--- src/rtl/breakout_game_seq.sv ---
// Game-flow sequencer for the Breakout 8x8 LED game: state machine, lives,
// BCD score, step/load strobes for the ball/board engine and game-over wipe.
module breakout_game_seq (
  input  logic       CLK,
  input  logic       RST_N,
  input  logic       start,
  input  logic       restart,
  input  logic       pause,
  input  logic [1:0] level,
  input  logic       ball_tick,
  input  logic       ball_drop,
  input  logic       block_hit,
  input  logic       blocks_empty,
  output logic [2:0] state,
  output logic       step_en,
  output logic       serve_load,
  output logic       field_load,
  output logic [1:0] field_sel,
  output logic [1:0] lives,
  output logic [2:0] life_led,
  output logic [3:0] score_ones,
  output logic [3:0] score_tens,
  output logic [2:0] over_anim
);

  typedef enum logic [2:0] {
    S_IDLE   = 3'd0,
    S_SERVE  = 3'd1,
    S_PLAY   = 3'd2,
    S_PAUSED = 3'd3,
    S_DROP   = 3'd4,
    S_OVER   = 3'd5,
    S_CLEAR  = 3'd6
  } state_t;

  // Saturating 2-digit BCD increment, result packed as {tens, ones}.
  function automatic logic [7:0] score_inc(input logic [3:0] tens, input logic [3:0] ones);
    logic [7:0] res;
    if ((tens == 4'd9) && (ones == 4'd9)) begin
      res = {tens, ones};
    end else if (ones == 4'd9) begin
      res = {tens + 4'd1, 4'd0};
    end else begin
      res = {tens, ones + 4'd1};
    end
    return res;
  endfunction

  function automatic logic [2:0] led_of(input logic [1:0] n);
    logic [2:0] res;
    case (n)
      2'd3:    res = 3'b111;
      2'd2:    res = 3'b011;
      2'd1:    res = 3'b001;
      default: res = 3'b000;
    endcase
    return res;
  endfunction

  state_t     r_state, w_state;
  logic [1:0] r_lives, w_lives;
  logic [2:0] r_life_led;
  logic [3:0] r_ones, w_ones;
  logic [3:0] r_tens, w_tens;
  logic [2:0] r_anim, w_anim;
  logic [1:0] r_sel, w_sel;
  logic       r_step, w_step;
  logic       r_serve, w_serve;
  logic       r_field, w_field;
  logic       r_start_q, r_restart_q;
  logic       w_start_edge, w_restart_edge;

  // Edge registers reset to 1 so a button held through reset gives no edge.
  assign w_start_edge   = start & ~r_start_q;
  assign w_restart_edge = restart & ~r_restart_q;

  // Next-state, counters and strobes.
  always_comb begin
    w_state = r_state;
    w_lives = r_lives;
    w_ones  = r_ones;
    w_tens  = r_tens;
    w_anim  = r_anim;
    w_sel   = r_sel;
    w_step  = 1'b0;
    w_serve = 1'b0;
    w_field = 1'b0;
    if (w_restart_edge) begin
      w_state = S_IDLE;
      w_lives = 2'd3;
      w_ones  = 4'd0;
      w_tens  = 4'd0;
      w_anim  = 3'd0;
    end else begin
      case (r_state)
        S_IDLE, S_CLEAR: begin
          if (w_start_edge) begin
            w_sel   = level;
            w_field = 1'b1;
            w_serve = 1'b1;
            w_state = S_SERVE;
          end else begin
            w_state = r_state;
          end
        end
        S_SERVE: begin
          if (ball_tick) w_state = S_PLAY;
          else           w_state = r_state;
        end
        S_PLAY: begin
          if (block_hit) {w_tens, w_ones} = score_inc(r_tens, r_ones);
          else           {w_tens, w_ones} = {r_tens, r_ones};
          // step_en is only raised when staying in PLAY, so leaving suppresses it.
          if (blocks_empty) begin
            w_state = S_CLEAR;
          end else if (ball_drop) begin
            if (r_lives <= 2'd1) begin
              w_lives = 2'd0;
              w_state = S_OVER;
            end else begin
              w_lives = r_lives - 2'd1;
              w_state = S_DROP;
            end
          end else if (pause) begin
            w_state = S_PAUSED;
          end else if (ball_tick) begin
            w_step = 1'b1;
          end else begin
            w_step = 1'b0;
          end
        end
        S_PAUSED: begin
          if (!pause) w_state = S_PLAY;
          else        w_state = r_state;
        end
        S_DROP: begin
          if (w_start_edge) begin
            w_serve = 1'b1;
            w_state = S_SERVE;
          end else begin
            w_state = r_state;
          end
        end
        S_OVER: begin
          if (ball_tick && (r_anim != 3'd7)) w_anim = r_anim + 3'd1;
          else                               w_anim = r_anim;
        end
        default: w_state = S_IDLE;
      endcase
    end
  end

  // State and output registers.
  always_ff @(posedge CLK or negedge RST_N) begin
    if (!RST_N) begin
      r_state     <= S_IDLE;
      r_lives     <= 2'd3;
      r_life_led  <= 3'b111;
      r_ones      <= 4'd0;
      r_tens      <= 4'd0;
      r_anim      <= 3'd0;
      r_sel       <= 2'd0;
      r_step      <= 1'b0;
      r_serve     <= 1'b0;
      r_field     <= 1'b0;
      r_start_q   <= 1'b1;
      r_restart_q <= 1'b1;
    end else begin
      r_state     <= w_state;
      r_lives     <= w_lives;
      r_life_led  <= led_of(w_lives);
      r_ones      <= w_ones;
      r_tens      <= w_tens;
      r_anim      <= w_anim;
      r_sel       <= w_sel;
      r_step      <= w_step;
      r_serve     <= w_serve;
      r_field     <= w_field;
      r_start_q   <= start;
      r_restart_q <= restart;
    end
  end

  assign state      = r_state;
  assign step_en    = r_step;
  assign serve_load = r_serve;
  assign field_load = r_field;
  assign field_sel  = r_sel;
  assign lives      = r_lives;
  assign life_led   = r_life_led;
  assign score_ones = r_ones;
  assign score_tens = r_tens;
  assign over_anim  = r_anim;

endmodule
--- config.mk ---
export PLATFORM = sky130hd
export DESIGN_NAME = breakout_game_seq
export DESIGN_NICKNAME = d
export VERILOG_FILES = /design/src/rtl/breakout_game_seq.sv
export SDC_FILE = /design/constraint.sdc
export NUM_CORES = 1
export LEC_CHECK = 0
export CORE_MARGIN = 2
export CORE_UTILIZATION = 45
export CTS_BUF_LIST = sky130_fd_sc_hd__clkbuf_16
export DETAILED_ROUTE_END_ITERATION = 16
export DONT_BUFFER_PORTS = 1
export PLACE_DENSITY = 0.66
export SYNTH_ARGS = -nofsm -noshare
export SYNTH_HDL_FRONTEND = slang
export SYNTH_SLANG_ARGS = --single-unit
--- constraint.sdc ---
create_clock -name CLK -period 2.8 [get_ports CLK]
set_input_delay 0.56 -clock CLK [delete_from_list [all_inputs] [get_ports CLK]]
set_output_delay 0.56 -clock CLK [all_outputs]
set_load 0.02 [all_outputs]
==> impl_metrics.py <==
metrics = {
    "outcome": {
        "status": "finished, final reports clean",
    },
    "placement": {
        "dp_hpwl_microns": 1692,
        "place_area_sq_um": 1289,
        "gp_congestion": 0.7523,
        "numPortBuffers": 0,
    },
    "power": {
        "max-vdd-ir-drop_mv": 0.5465,
        "power_density_nw_per_um2": 859.9,
        "p_leak_nw": 0.6227,
        "finalPower_mw": 1.185,
    },
    "floorplanning": {
        "core_sq_um": 2710,
        "dieWidth_microns": 56.81,
        "io_pins": 35,
        "initial_core_util": 0.4631,
        "core.rowCount": 19,
        "die_height_microns": 56.81,
        "die_area_sq_um": 3227,
    },
    "timing": {
        "timing.setup.tns_ns": 0,
        "setup_viol": 0,
        "worst_slew_pin_slew_ns": 0.9530,
        "relSlewSlack": 0.3634,
        "slew_violations": 0,
        "max_clock_freq_ghz": 0.5498,
        "finalCritPeriodShare": 0.6496,
        "whs_ns": 0.1321,
        "hold_violations": 0,
        "finClkSkew_ns": 0.002879,
        "post-route-min-period_ns": 1.819,
        "rsz0062_at_grt": "no",
    },
    "yosys": {
        "netlist_area_sq_um": 1255,
        "async_reset_ff_frac": 1.000,
        "synth_seq_cells": 26,
        "synth_flop_cell": "dfrtp_1",
        "synth_top_area_frac": 0.3789,
        "synth_most_common_cell": "dfrtp_1",
        "synth_top_cells_by_count": "dfrtp_1 (19), nor2_1 (11), nand2_1 (10)",
        "yosysSeqAreaShare": 0.5254,
        "ys_warn_count": 0,
        "synth.area.top_cells": "dfrtp_1 (38%), dfstp_2 (15%), ha_1 (6.0%), nor2_1 (3.3%), nand2_1 (3.0%)",
        "synth_nets": 133,
        "syn_area_per_cell_sq_um": 10.82,
        "synth_cell_types": 37,
        "netlist_instances": 116,
        "synth-edff-count": 0,
        "yosys.area.top_type": "dfrtp_1",
    },
    "drt": {
        "ant_nets": 0,
        "drtIter0Drc": 26,
        "routed_wl_microns": 2508,
        "routedWlPerCell_microns": 16.72,
        "vias": 907,
        "drc": 0,
        "dr.pass1.iters": 4,
        "via_per_inst": 6.047,
    },
    "layout": {
        "fin_util": 0.5083,
        "diodes": 0,
        "final_area_sq_um": 1378,
        "syn2layout_area_growth_pct": 9.771,
        "finalNetCount": 137,
        "drive_gt1_frac": 0.1176,
    },
    "clock_tree": {
        "cts_max_level": 1,
        "cts_resized": 0,
        "ctsHoldBuffers": 1,
        "insertion_delay_ns": 0.26,
        "cts.sinks": 26,
        "cts_tree": "done",
        "clockBufferDepth": 2,
        "cts_buffers": 3,
        "cts_setup_buffers": 0,
        "clockRootBuffer": "clkbuf_16",
        "clkTransAtPathRegs_ns": 0.06,
    },
    "setup_path": {
        "cp_max_fo": 11,
        "crit_type": "flop to flop",
        "arrival_ns": 1.97,
        "end_kind": "flop",
        "start_kind": "flop",
        "cp_data_required_time_ns": 2.95,
    },
    "global_route": {
        "grt_pass1_wl_microns": 4278,
        "overflow": 0,
        "grt_max_degree": 20,
        "grt_pass1_vias": 923,
        "gr-usage-all-layers": 0.1749,
        "antenna_found_initial": 0,
    },
    "worst_hold_path": {
        "hold_path_class": "primary input to asynchronous set/reset pin",
    },
    "job": {
        "max-cap-violations": 0,
    },
}
registers in the layout, summed over array words and instances (netlist names):
register	flops
score_tens	4
r_restart_q	1
field_sel	2
r_start_q	1
score_ones	4
step_en	1
field_load	1
state	3
lives	2
life_led	3
serve_load	1
over_anim	3
worst paths after layout:
path | start | endpoint | slack, ns | depth (start not counted)
setup reg to reg | r_restart_q | field_sel[1] | 0.98 | 4
hold reg to reg | lives[1] | life_led[2] | 0.56 | 2
min in group CLK | restart | r_restart_q | 0.29 | 0
hold / removal | RST_N | r_restart_q | 0.13 | 0
setup / recovery | r_restart_q | field_sel[1] | 0.98 | 4
max in group asynchronous | RST_N | step_en | 1.40 | 1
layer usage:
| metal | part of all wire | routed length, microns | up-vias | global-route usage |
|---|---|---|---|---|
| met5 | 0 | 0 | - | 0 |
| met4 | 0.014 | 36 | 0 | 0.07973 |
| met3 | 0.068 | 171 | 3 | 0.05300 |
| met2 | 0.49 | 1228 | 40 | 0.2841 |
| met1 | 0.43 | 1073 | 441 | 0.2131 |
| li1 | - | - | 423 | - |
logic make-up (layout without fill, tap and decap cells):
kind of cell | count (synthesis) | in the layout | synth area share
compound gates | 22 | 22 | 0.1177
xor+xnor | 4 | 4 | 0.02791
fa+ha+maj | 6 | 6 | 0.05982
buf+inv | 7 | 10 | 0.02193
flops | 26 | 26 | 0.5254
mux | 4 | 4 | 0.03390
simple gates | 47 | 47 | 0.2133
layout make-up:
class	count	area, sq um
Timing Repair Buffer	2	17.52
Tap cell	31	38.79
Clock inverter	1	3.754
Inverter	4	15.01
Sequential cell	26	659.4
Clock buffer	3	75.07
Fill cell	243	1333
Multi-Input combinational cell	83	568.0
worst max-delay path, stage by stage, from the launching register on:
cell      delay, ns
dfstp_2        0.53
nand2b_1       0.32
nand2_1        0.19
nor4_4         0.29
mux2_2         0.37
metrics by stage:
step	std cells	setup slack [ns]
final	150	0.9810
after global routing	150	0.8585
after CTS	150	0.9673
after detailed placement	145	0.9828
after global placement	145	1.023
after floorplan	116	1.217
power by group:
part           total (mW)  internal, mW  switching (mW)  leakage (nW)
clock network       0.323         0.191           0.132        0.0423
logic               0.240         0.109           0.130         0.251
registers           0.622         0.450           0.171         0.329
cell usage in the layout, fill, tap and decap left out, types with 3 or more instances in the layout:
| cell | synthesis | final |
|---|---|---|
| a21oi_1 | 5 | 5 |
| clkbuf_16 | 0 | 3 |
| dfrtp_1 | 19 | 19 |
| dfstp_2 | 7 | 7 |
| ha_1 | 6 | 6 |
| inv_1 | 4 | 5 |
| nand2_1 | 10 | 10 |
| nand2b_1 | 4 | 4 |
| nand3_1 | 3 | 3 |
| nor2_1 | 11 | 11 |
| o21ai_0 | 6 | 6 |
| xor2_1 | 4 | 4 |
Note: power is estimated with default switching activity, not from simulation.
